File: src/rtl/serdes_pkg.sv
`default_nettype none
// ============================================================================
// Module   : serdes_pkg
// Purpose  : Shared types and constants for the two-phase serializer:
//            FSM state encoding, line levels for the start/stop/idle bits
//            and the frame-length helper.
// Ports    : none (package)
// Revision : 1.0 - initial release
// ============================================================================
package serdes_pkg;

    typedef enum logic [2:0] {
        IDLE   = 3'd0,
        START  = 3'd1,
        DATA   = 3'd2,
        PARITY = 3'd3,
        STOP   = 3'd4
    } state_t;

    localparam int   WIDTH_DEFAULT = 8;
    localparam logic START_BIT     = 1'b1;
    localparam logic STOP_BIT      = 1'b0;
    localparam logic IDLE_LEVEL    = 1'b0;

    // Bits on the wire per word: start + WIDTH data + parity + stop.
    function automatic int frame_len(input int width);
        return width + 3;
    endfunction

endpackage : serdes_pkg
`default_nettype wire

File: src/rtl/sync2.sv
`default_nettype none
// ============================================================================
// Module   : sync2
// Purpose  : Two-flop synchronizer for a single asynchronous level.
// Ports    : clk - rising-edge clock
//            rst - synchronous active-low reset (both flops cleared to 0)
//            d   - asynchronous input level
//            q   - synchronized output level (two cycles of latency)
// Revision : 1.0 - initial release
// ============================================================================
module sync2 (
    input  logic clk,
    input  logic rst,
    input  logic d,
    output logic q
);

    logic r_meta;
    logic r_sync;

    always_ff @(posedge clk) begin
        if (!rst) begin
            r_meta <= 1'b0;
            r_sync <= 1'b0;
        end else begin
            r_meta <= d;
            r_sync <= r_meta;
        end
    end

    assign q = r_sync;

endmodule : sync2
`default_nettype wire

File: src/rtl/serializer_2ph.sv
`default_nettype none
// ============================================================================
// Module   : serializer_2ph
// Purpose  : Accepts a parallel word over a two-phase req/ack handshake and
//            sends it as a serial frame: start(1), data MSB first, even
//            parity, stop(0). The line idles at 0.
// Ports    : clk  - rising-edge clock
//            rst  - synchronous active-low reset
//            req  - two-phase request (toggle = new word offered)
//            data - parallel word, stable while req != ack
//            ack  - two-phase acknowledge, toggles once per frame
//            dout - registered serial output
//            busy - high in every state except IDLE
// Revision : 1.0 - initial release
// ============================================================================
module serializer_2ph
    import serdes_pkg::*;
#(
    parameter int WIDTH = WIDTH_DEFAULT
) (
    input  logic             clk,
    input  logic             rst,
    input  logic             req,
    input  logic [WIDTH-1:0] data,
    output logic             ack,
    output logic             dout,
    output logic             busy
);

    localparam int              c_CW   = $clog2(WIDTH);
    localparam logic [c_CW-1:0] c_LAST = c_CW'(WIDTH - 1);

    state_t            r_state;
    state_t            w_state_nxt;
    logic              w_req_s;
    logic              w_pending;
    logic [WIDTH-1:0]  r_shreg;
    logic              r_parity;
    logic [c_CW-1:0]   r_cnt;
    logic [c_CW-1:0]   w_cnt_nxt;
    logic              r_dout;
    logic              w_dout_nxt;
    logic              r_ack;
    logic              w_load;
    logic              w_shift;
    logic              w_ack_tgl;

    sync2 u_sync_req (
        .clk (clk),
        .rst (rst),
        .d   (req),
        .q   (w_req_s)
    );

    // Two-phase protocol: any difference between the synced request and our
    // acknowledge is an outstanding word. A double toggle cancels itself.
    assign w_pending = (w_req_s != r_ack);

    // State register
    always_ff @(posedge clk) begin
        if (!rst) begin
            r_state <= IDLE;
        end else begin
            r_state <= w_state_nxt;
        end
    end

    // Next-state logic
    always_comb begin
        w_state_nxt = r_state;
        case (r_state)
            IDLE:    if (w_pending) w_state_nxt = START;
            START:   w_state_nxt = DATA;
            DATA:    if (r_cnt == c_LAST) w_state_nxt = PARITY;
            PARITY:  w_state_nxt = STOP;
            STOP:    w_state_nxt = IDLE;
            default: w_state_nxt = IDLE;
        endcase
    end

    // Output logic: dout is registered, so each state decides the level the
    // line takes after the coming edge. The MSB goes out on the START->DATA
    // edge, so DATA itself only has WIDTH-1 bits left to shift before the
    // parity bit.
    always_comb begin
        w_dout_nxt = IDLE_LEVEL;
        w_load     = 1'b0;
        w_shift    = 1'b0;
        w_ack_tgl  = 1'b0;
        w_cnt_nxt  = r_cnt;
        case (r_state)
            IDLE: begin
                if (w_pending) begin
                    w_load     = 1'b1;
                    w_dout_nxt = START_BIT;
                end
            end
            START: begin
                w_dout_nxt = r_shreg[WIDTH-1];
                w_shift    = 1'b1;
            end
            DATA: begin
                if (r_cnt == c_LAST) begin
                    w_dout_nxt = r_parity;
                    w_cnt_nxt  = '0;
                end else begin
                    w_dout_nxt = r_shreg[WIDTH-1];
                    w_shift    = 1'b1;
                    w_cnt_nxt  = r_cnt + 1'b1;
                end
            end
            PARITY: begin
                w_dout_nxt = STOP_BIT;
                w_ack_tgl  = 1'b1;
            end
            STOP: begin
                w_dout_nxt = IDLE_LEVEL;
            end
            default: begin
                w_dout_nxt = IDLE_LEVEL;
            end
        endcase
    end

    // Datapath registers. Parity is captured at load time because the shift
    // register no longer holds the word by the time the parity bit is sent.
    always_ff @(posedge clk) begin
        if (!rst) begin
            r_shreg  <= '0;
            r_parity <= 1'b0;
            r_cnt    <= '0;
            r_dout   <= IDLE_LEVEL;
            r_ack    <= 1'b0;
        end else begin
            r_dout <= w_dout_nxt;
            r_cnt  <= w_cnt_nxt;
            if (w_load) begin
                r_shreg  <= data;
                r_parity <= ^data;
            end else if (w_shift) begin
                r_shreg <= {r_shreg[WIDTH-2:0], 1'b0};
            end
            if (w_ack_tgl) begin
                r_ack <= ~r_ack;
            end
        end
    end

    assign dout = r_dout;
    assign ack  = r_ack;
    assign busy = (r_state != IDLE);

endmodule : serializer_2ph
`default_nettype wire

File: config.mk
export PLATFORM = sky130hd
export DESIGN_NAME = serializer_2ph
export DESIGN_NICKNAME = d
export VERILOG_FILES = /design/src/rtl/serdes_pkg.sv /design/src/rtl/sync2.sv /design/src/rtl/serializer_2ph.sv
export SDC_FILE = /design/constraint.sdc
export NUM_CORES = 1
export LEC_CHECK = 0
export CAP_MARGIN = 20
export CORE_ASPECT_RATIO = 0.6
export CORE_MARGIN = 10
export CORE_UTILIZATION = 40
export DETAILED_ROUTE_END_ITERATION = 12
export GPL_TIMING_DRIVEN = 0
export HOLD_SLACK_MARGIN = 0.15
export SYNTH_ARGS = -nofsm -noshare
export SYNTH_HDL_FRONTEND = slang
export SYNTH_HIERARCHICAL = 1
export SYNTH_SLANG_ARGS = --single-unit
File: constraint.sdc
create_clock -name clk -period 2.4 [get_ports clk]
set_input_delay 0.36 -clock clk [delete_from_list [all_inputs] [get_ports clk]]
set_output_delay 0.36 -clock clk [all_outputs]
set_load 0.05 [all_outputs]
==> Flow_metrics.wiki, run 1 <==
{| class="wikitable"
! Metric !! Value
|-
| Outcome || finished, final reports clean
|-
| Sequential element share of the synthesized area || 0.4337
|-
| Power density over the cells || between 600 and 700 nW/µm²
|-
| Drt total wl || 1.833 mm
|-
| Max_slew headroom || 0.6668
|-
| Die boundary width || about 80 µm
|-
| Transition at the pin with the smallest max-transition slack || 498.3 ps
|-
| Wire length of the first global-routing pass || 3.139 mm
|-
| Remaining global-route overflow || 0
|-
| CTS root buf || clkbuf_8
|-
| Clock Latency Late Sink || 250 ps
|-
| Cell area after technology mapping || approximately 880 µm²
|-
| Maximum number of pins on one net before global-route repair || 11
|-
| Clock sink count || 19
|-
| Syn Nets || 105
|-
| Std-Cell Core Area || 2131 µm²
|-
| Average size of a mapped cell || 9.534 µm²
|-
| Final-layout setup total negative slack || 0 ps
|-
| Number of rows in the core area || 13
|-
| Critical-path maximum fanout || 8
|-
| Arrival time of data at the critical path endpoint || between 1500 and 2000 ps
|-
| Effective utilization at floorplan || 0.4116
|-
| Startpoint of the most critical register-to-register path || r_cnt[0]
|-
| Maximum frequency from static timing analysis || 469.8 MHz
|-
| Crit path launch type || register
|-
| Number of diodes || 0
|-
| Remaining antenna violation count after routing || 0
|-
| RSZ-0062 raised after global routing || no
|-
| Worst VDD drop || 248.4 µV
|-
| Data required time at the worst endpoint || 2040 ps
|-
| Post-CTS setup-driven buffer insertion count || 0
|-
| Iteration count of the initial detailed-routing pass || 4
|-
| Min setup slack post-route || 271.3 ps
|-
| Final setup violation count || 0
|-
| End-of-flow core utilization || 0.5115
|-
| Distinct cells, synth || 25
|-
| Post-detail-place hpwl || between 1 and 1.5 mm
|-
| Max cap viols || 0
|-
| Hold violation count in the final report || 0
|-
| Flip-flop and latch count after synthesis || 19
|-
| Via count of the first global-routing pass || 683
|-
| Routed length per instance || 13.19 µm
|-
| Design Power || 655.2 µW
|-
| Number of remaining DRC errors || 0
|-
| Final RePlAce weighted congestion || 0.7435
|-
| Critical Path Max Stage Delay || 710 ps
|-
| Number of cells traversed by the worst register-to-register path || 6
|-
| Fin. max-slew vios || 0
|-
| Number of standard cells in the layout, taps in and fillers out || 139
|-
| CTS Hold Buffers Added || 0
|-
| Period utilisation layout || 0.8869
|-
| Count of filler cells inserted in the layout || 223
|-
| Via count of the routed design || 665
|-
| Chain of cells forming the critical path || buf_4, nor3_1, inv_1, clkdlybuf4s50_1
|-
| Die Area || 4527 µm²
|-
| Highest-delay cell along the critical path || clkdlybuf4s50_1
|-
| Leakage dissipation || 0.0004050 µW
|-
| Clock tree from TritonCTS || built
|-
| DR iter-0 viols || 31
|-
| Proportion of layout cells with a drive suffix above 1 || 0.05505
|-
| Worst Skew || 3.016 ps
|-
| Number of placed cells counting well taps || roughly 140
|-
| Worst min-delay path startpoint || u_sync_req/r_meta
|-
| H-tree depth || 1
|-
| Pre-CTS WS || a little over 400 ps
|-
| Antenna violations before repair || 0
|-
| Tmin final || between 2000 and 2500 ps
|-
| Inserted Clock Buffers || 3
|-
| Hold path endpoint || u_sync_req/q
|-
| Cells on Worst Hold Path || 1
|-
| Clock Path Buffers || 2
|-
| Post-CTS Resized || 0
|-
| Layout area overhead || 24.25%
|-
| Number of I/O port buffers || 13
|-
| Storage element area || 380.4 µm²
|-
| Endpoint of the worst-slack reg-to-reg timing path || r_shreg[7]
|-
| Warnings, synthesis || 6
|-
| Tightest Hold Check Type || register to register
|-
| CP Class || register to output pin
|-
| CTS clk-pin slew, worst paths || roughly 70 ps
|-
| FF-to-FF setup slack || approximately 400 ps
|-
| Number of top-level design ports || 14
|-
| Crit. End Element || output pin
|-
| Die span in y || ~56 µm
|-
| Vias per std cell || between 4 and 5
|-
| Post-Syn Instances || 92
|-
| Area of the multi-input gates || 474.2 µm²
|-
| Net count reported at finish || 123
|-
| Total routing resource utilization after global routing || 0.08880
|}
-- critical path, delay by kind of cell (launching register included) --
family | cells | cell delay (ps)
buffers and inverters | 3 | 940
flip-flops | 1 | 300
AND/OR/NAND/NOR | 1 | 270
-- how the worst max path moves through the flow --
| stage | start | end | slack, ps |
|---|---|---|---|
| final | r_state[1] | busy | 270 |
| after global routing | r_state[1] | busy | 160 |
| after global placement | r_cnt[0] | r_shreg[7] | 440 |
| after CTS | r_state[1] | busy | 250 |
| after detailed placement | r_cnt[0] | r_shreg[4] | 410 |
| after floorplan | r_cnt[0] | r_shreg[1] | 590 |
-- synthesized netlist by cell type, drive strengths merged --
cell type,number,area [µm²]
nor3,2,10.01
and2,4,25.02
a21oi,12,71.32
dfxtp,19,380.4
nor2b,3,18.77
nand2b,3,18.77
and3,1,6.260
xor2,2,17.52
nor4b,1,8.760
or3b,2,20.02
clkbuf,3,11.26
ha,2,25.02
buf,1,7.510
nand2,4,15.01
xnor2,7,61.31
o21ai,8,40.04
o21a,1,7.510
mux2i,9,90.09
a221oi,1,8.760
nor3b,2,15.01
nor2,4,15.01
inv,1,3.750
-- logic make-up after synthesis --
group	count (synthesis)	synth area share
xor gates and xnor gates	9	0.08988
buffers and inverters	5	0.02568
adders and majority gates	2	0.02853
DFF	19	0.4337
muxes	9	0.1027
AOI/OAI and AO/OA	22	0.1455
and+or+nand+nor	26	0.1740
-- per-layer routing --
metal | vias to the layer above | GRT usage | wire length [µm]
met5 | - | 0 | 0
met4 | 0 | 0.02250 | 17
met3 | 2 | 0.04603 | 109
met2 | 13 | 0.1278 | 781
met1 | 293 | 0.1124 | 924
li1 | 357 | - | -
-- power breakdown --
part | leakage, µW | internal [µW] | switching, µW | total, µW
logic | 0.000227 | 51.9 | 46.8 | 98.7
clock network | 0.0000228 | 118 | 102 | 220
registers | 0.000155 | 329 | 7.83 | 337
-- metrics by stage --
stage,hold WS (ps),cell area (µm²)
2_1_floorplan,411.8,877.1
3_3_place_gp,418.9,1045
3_5_place_dp,430.8,1045
4_1_cts,450.1,1090
5_1_grt,459.7,1090
6_report,445.2,1090
-- flip-flops by register name, summed over array words and instances, names as in the netlist --
register,flops
r_shreg,8
r_state,3
r_parity,1
r_cnt,3
u_sync_req/q,1
ack,1
u_sync_req/r_meta,1
dout,1
-- layout by cell type (no fill, tap or decap), drive strengths merged --
master          n
mux2i           9
clkbuf          7
xnor2           7
nand2           4
inv             1
or3b            2
nor3            2
ha              2
nand2b          3
a21oi          12
o21a            1
clkdlybuf4s50  13
nor3b           2
nor2            4
dfxtp          19
buf             1
a221oi          1
xor2            2
nor4b           1
o21ai           8
and3            1
and2            4
nor2b           3
-- area by class of cell --
cell class	instances	share of cell area
repair buffers	13	0.1194
flip-flops and latches	19	0.3490
clock buffers	4	0.04133
well taps	30	0.03444
inverters	1	0.003444
plain buffers	4	0.01722
multi-input cells	68	0.4351
Note: power is estimated with default switching activity, not from simulation.
==> inputs of run 2 (changes only) <==
--- a/config.mk
+++ b/config.mk
@@ -10,6 +10,7 @@
 export CORE_MARGIN = 10
 export CORE_UTILIZATION = 40
 export DETAILED_ROUTE_END_ITERATION = 12
+export GPL_ROUTABILITY_DRIVEN = 0
 export GPL_TIMING_DRIVEN = 0
 export HOLD_SLACK_MARGIN = 0.15
 export SYNTH_ARGS = -nofsm -noshare
==> results of run 2 <==
The final DEF is identical to that of run 1; final timing and power are the same.
==> RTL change 1, RTL diff (config.mk and constraints of run 1) <==
The package constant `WIDTH_DEFAULT` goes from 8 to 16.
--- a/src/rtl/serdes_pkg.sv
+++ b/src/rtl/serdes_pkg.sv
@@ -17,7 +17,7 @@
         STOP   = 3'd4
     } state_t;
 
-    localparam int   WIDTH_DEFAULT = 8;
+    localparam int   WIDTH_DEFAULT = 16;
     localparam logic START_BIT     = 1'b1;
     localparam logic STOP_BIT      = 1'b0;
     localparam logic IDLE_LEVEL    = 1'b0;
Interface: changed (resized data); port bits go from 14 to 22. No check against the original RTL was run, so the function may have changed too.
==> RTL change 1 against run 1 <==
Routed wire length increased by 68%; sequential cell count increased by 9; area after synthesis increased by 63%; setup slack improved by 0.015 ns; cell area increased by 61%; power increased by 70%; die area increased by 42%; clock skew about the same; largest power group unchanged; highest routed layer is now met3.
==> RTL change 1: results (changes against run 1) <==
reg2reg end r_shreg[6]; status finished clean; Peak VDD IR 0.000233 V (-6.2%); HPWL Detailed 2.38 mm (+62%); CTS clk-pin slew, worst paths 0.09 ns (+0.02 ns); share of post-route cells with drive strength above 1 0.129 (+0.0736); gpl congestion 0.790 (+6.2%); clk_skew 0.00306 ns (+0.0000436 ns); Synth top cells by count dfxtp_1, nor2_1, xnor2_1, mux2i_1, a211oi_1; R2R depth 8 (+2); worst skew pair latency 0.27 ns (+0.02 ns); Worst Max-Slew Pin Slew 0.693 ns (+0.194 ns); crit path from r_state[0]; DRT iter0 DRCs 48 (+55%); FF-to-FF setup slack 0.56 ns (+0.16 ns); crit-path max FO 6 (-2); Total Wirelength 3.08 mm (+68%); Post-Syn Instances 146 (+59%); vias 1078 (+62%); largest net degree at the start of global routing 16 (+5); Layout fillers 279 (+25%); I/O Buffers 21 (+8); Placement Setup Slack 0.569 ns (+0.160 ns); Critical Path AT 1.75 ns (-0.02 ns); Yosys cell types 30 (+20%); Tot GR Track Use 0.0972 (+0.00841); Lkg Pwr 0.708 nW (+75%); hold_ws 0.440 ns (-0.00554 ns); post-synth net total 166 (+58%); nets 192 (+56%); placed cells 212 (+57%); Synth area leaders dfxtp_1, mux2i_1, xnor2_1; biggest regs r_shreg (16), r_cnt (4), r_state (3); final cell count without fillers 216 (+55%)
==> RTL change 1: cell count changes after synthesis, sizes merged, moves of 2 or more <==
cell,run 1,this run
o21ai,8,1
buf,1,7
nand3,0,5
dfxtp,19,28
or3b,2,0
mux2i,9,15
nor3,2,0
or3,0,2
nor2b,3,0
a21oi,12,6
nor2,4,24
xnor2,7,17
a211oi,0,16
inv,1,4
==> RTL change 1: how the worst max path moves through the flow <==
stage	slack [ns]	cells after the start	to
global route	0.23	2	busy
floorplan	0.66	6	r_shreg[12]
CTS	0.27	2	busy
finish	0.29	2	busy
global placement	0.60	2	busy
detailed placement	0.57	8	r_shreg[3]
==> RTL change 1: cell families after synthesis <==
group | after synthesis | share of synthesized area
compound gates | 27 | 0.162
xor+xnor | 19 | 0.117
simple gates | 43 | 0.145
mux | 15 | 0.105
fa+ha+maj | 1 | 0.00876
buf+inv | 13 | 0.0701
flops | 28 | 0.393
==> RTL change 1: power by group <==
group	internal [mW]	leakage, nW	total [mW]	switching (mW)
sequential	0.500	0.228	0.522	0.0221
clock	0.147	0.0288	0.291	0.144
combinational	0.155	0.451	0.298	0.143
==> RTL change 1: metrics by stage <==
step	power [mW]	util	area [um^2]
3_5_place_dp	0.832	0.507	1690
6_report	1.11	0.523	1750
4_1_cts	1.12	0.523	1750
2_1_floorplan	0.747	-	1430
5_1_grt	1.16	0.523	1750
3_3_place_gp	0.826	0.507	1690
==> RTL change 1: area by class of cell <==
class / instances / area share
Multi-Input combinational cell: 105 / 0.438
Sequential cell: 28 / 0.320
Timing Repair Buffer: 21 / 0.120
Buffer: 9 / 0.0486
Tap cell: 45 / 0.0322
Clock buffer: 4 / 0.0315
Inverter: 4 / 0.00858
==> RTL change 1: metal layers <==
metal / vias up / GRT usage / routed length [um]
li1: 556 / - / -
met1: 503 / 0.138 / 1690
met2: 19 / 0.140 / 1260
met3: 0 / 0.0271 / 126
met4: 0 / 0.0220 / 0
met5: - / 0 / 0
==> RTL change 2, RTL diff (config.mk and constraints of run 1) <==
Made on the original files. Encoding of `state_t`: now Gray code (3 bits for 5 states).
--- a/src/rtl/serdes_pkg.sv
+++ b/src/rtl/serdes_pkg.sv
@@ -10,11 +10,11 @@
 package serdes_pkg;
 
     typedef enum logic [2:0] {
-        IDLE   = 3'd0,
-        START  = 3'd1,
-        DATA   = 3'd2,
-        PARITY = 3'd3,
-        STOP   = 3'd4
+        IDLE   = 3'b000,
+        START  = 3'b001,
+        DATA   = 3'b011,
+        PARITY = 3'b010,
+        STOP   = 3'b110
     } state_t;
 
     localparam int   WIDTH_DEFAULT = 8;
Behaviour: same outputs for any inputs over 10 cycles, from zero or initial values and one cycle with rst low; not proved beyond that.
==> RTL change 2 against run 1 <==
Setup slack gained 0.018 ns; area after synthesis shrank 1.4%; critical path type unchanged; routed wire length grew 4.6%; sequential cell count is the same; via count grew 9.5%; first-iteration DRC count grew 100%; cell area shrank 3.1%.
Power is not compared: it rests on default switching activity, and its combinational part moved more than twofold at a synthesized area within 25%.
==> RTL change 2: results (changes against run 1) <==
status finished clean; Placement Setup Slack 0.618 ns (+0.209 ns); routing usage on met3 0.0482 (+0.00220); final cell count without fillers 141 (+1.4%); Layout fillers 205 (-8.1%); Critical Path AT 1.75 ns (-0.02 ns); Critical-path top delay cell clkdlybuf4s50_1; clock share of power 0.185; HPWL Detailed 1.48 mm (+0.59%); initial antenna violation count 0 (unchanged); post-synth net total 109 (+3.8%); Syn Area/Cell 9.01 um^2 (-5.5%); dominant synthesized flop cell dfxtp_1; sequential share of the synthesized area 0.440 (+0.00628); fin util 0.541 (+0.0296); per-cell routed wire length 13.6 um (+3.2%); DP Area 1030 um^2 (-1.4%); Synth top cells by count dfxtp_1, nand2_1, nor2_1, xnor2_1, a21oi_1; met2 GRT Util 0.0994 (-0.0284); Tot GR Track Use 0.0843 (-0.00447); share of post-route cells with drive strength above 1 0.106 (+0.0511); Multi-In Gates 71 (+4.4%); Yosys cell types 28 (+12%); GR Util met1 0.124 (+0.0112); largest stage delay on the critical path 0.80 ns (+0.09 ns); worst skew pair latency 0.29 ns (+0.04 ns); Non-clock buffering overhead 0.149 (+0.0127); DRT iter0 DRCs 63 (+100%); vias in the first global route 655 (-4.1%); proportion of cell area spent on the clock network 0.0249 (-0.0165); via/cell ratio 5.16 (+7.9%); Adder-Cell Fraction of Synth Area 0.0289 (+0.000413); clk_skew 0.000897 ns (-0.00212 ns); Worst Max-Slew Pin Slew 0.584 ns (+0.0858 ns); gpl congestion 0.755 (+1.5%); multi-input combinational area share 0.425 (-0.00977); I/O Buffers 13 (unchanged); Synth area leaders dfxtp_1, xnor2_1, nand2_1; CTS clk-pin slew, worst paths 0.10 ns (+0.03 ns); Seq/total area 0.360 (+0.0112); nets 127 (+3.3%); post-synthesis mux area share 0.0246 (-0.0781); complex-gate fraction of the synthesized area 0.162 (+0.0166); Synth Area in XOR/XNOR 0.0912 (+0.00130); Root Driver clkbuf_4; inverter count 2 (+1); first-pass GRT wire length 3.04 mm (-3.1%)
RTL change 2: worst paths after layout:
| check | from | end | slack [ns] | cells past startpoint |
|---|---|---|---|---|
| worst max register to register | r_cnt[0] | r_shreg[2] | 0.67 | 7 |
| worst min register to register | u_sync_req/r_meta | u_sync_req/q | 0.44 | 1 |
| worst min-delay path | u_sync_req/r_meta | u_sync_req/q | 0.44 | 1 |
| worst max-delay path | r_state[2] | busy | 0.29 | 3 |
RTL change 2: metal layers:
layer  wire, um  share of wire  vias up
met3        125          0.065        2
met5          0              0        -
met2        715           0.37       24
met1       1070           0.56      338
li1           -              -      364
met4         11         0.0057        0
RTL change 2: cell families after synthesis:
family,count (synthesis)
AO/OA/AOI/OAI,18
XOR/XNOR,9
adder cells (fa/ha/maj),2
buffers and inverters,6
flip-flops,19
multiplexers,2
AND/OR/NAND/NOR,40
RTL change 2: worst max-delay path: cells and delay by family (launching register included):
kind,cells,cell delay [ns]
buffers and inverters,1,0.80
DFF,1,0.46
and+or+nand+nor,2,0.20
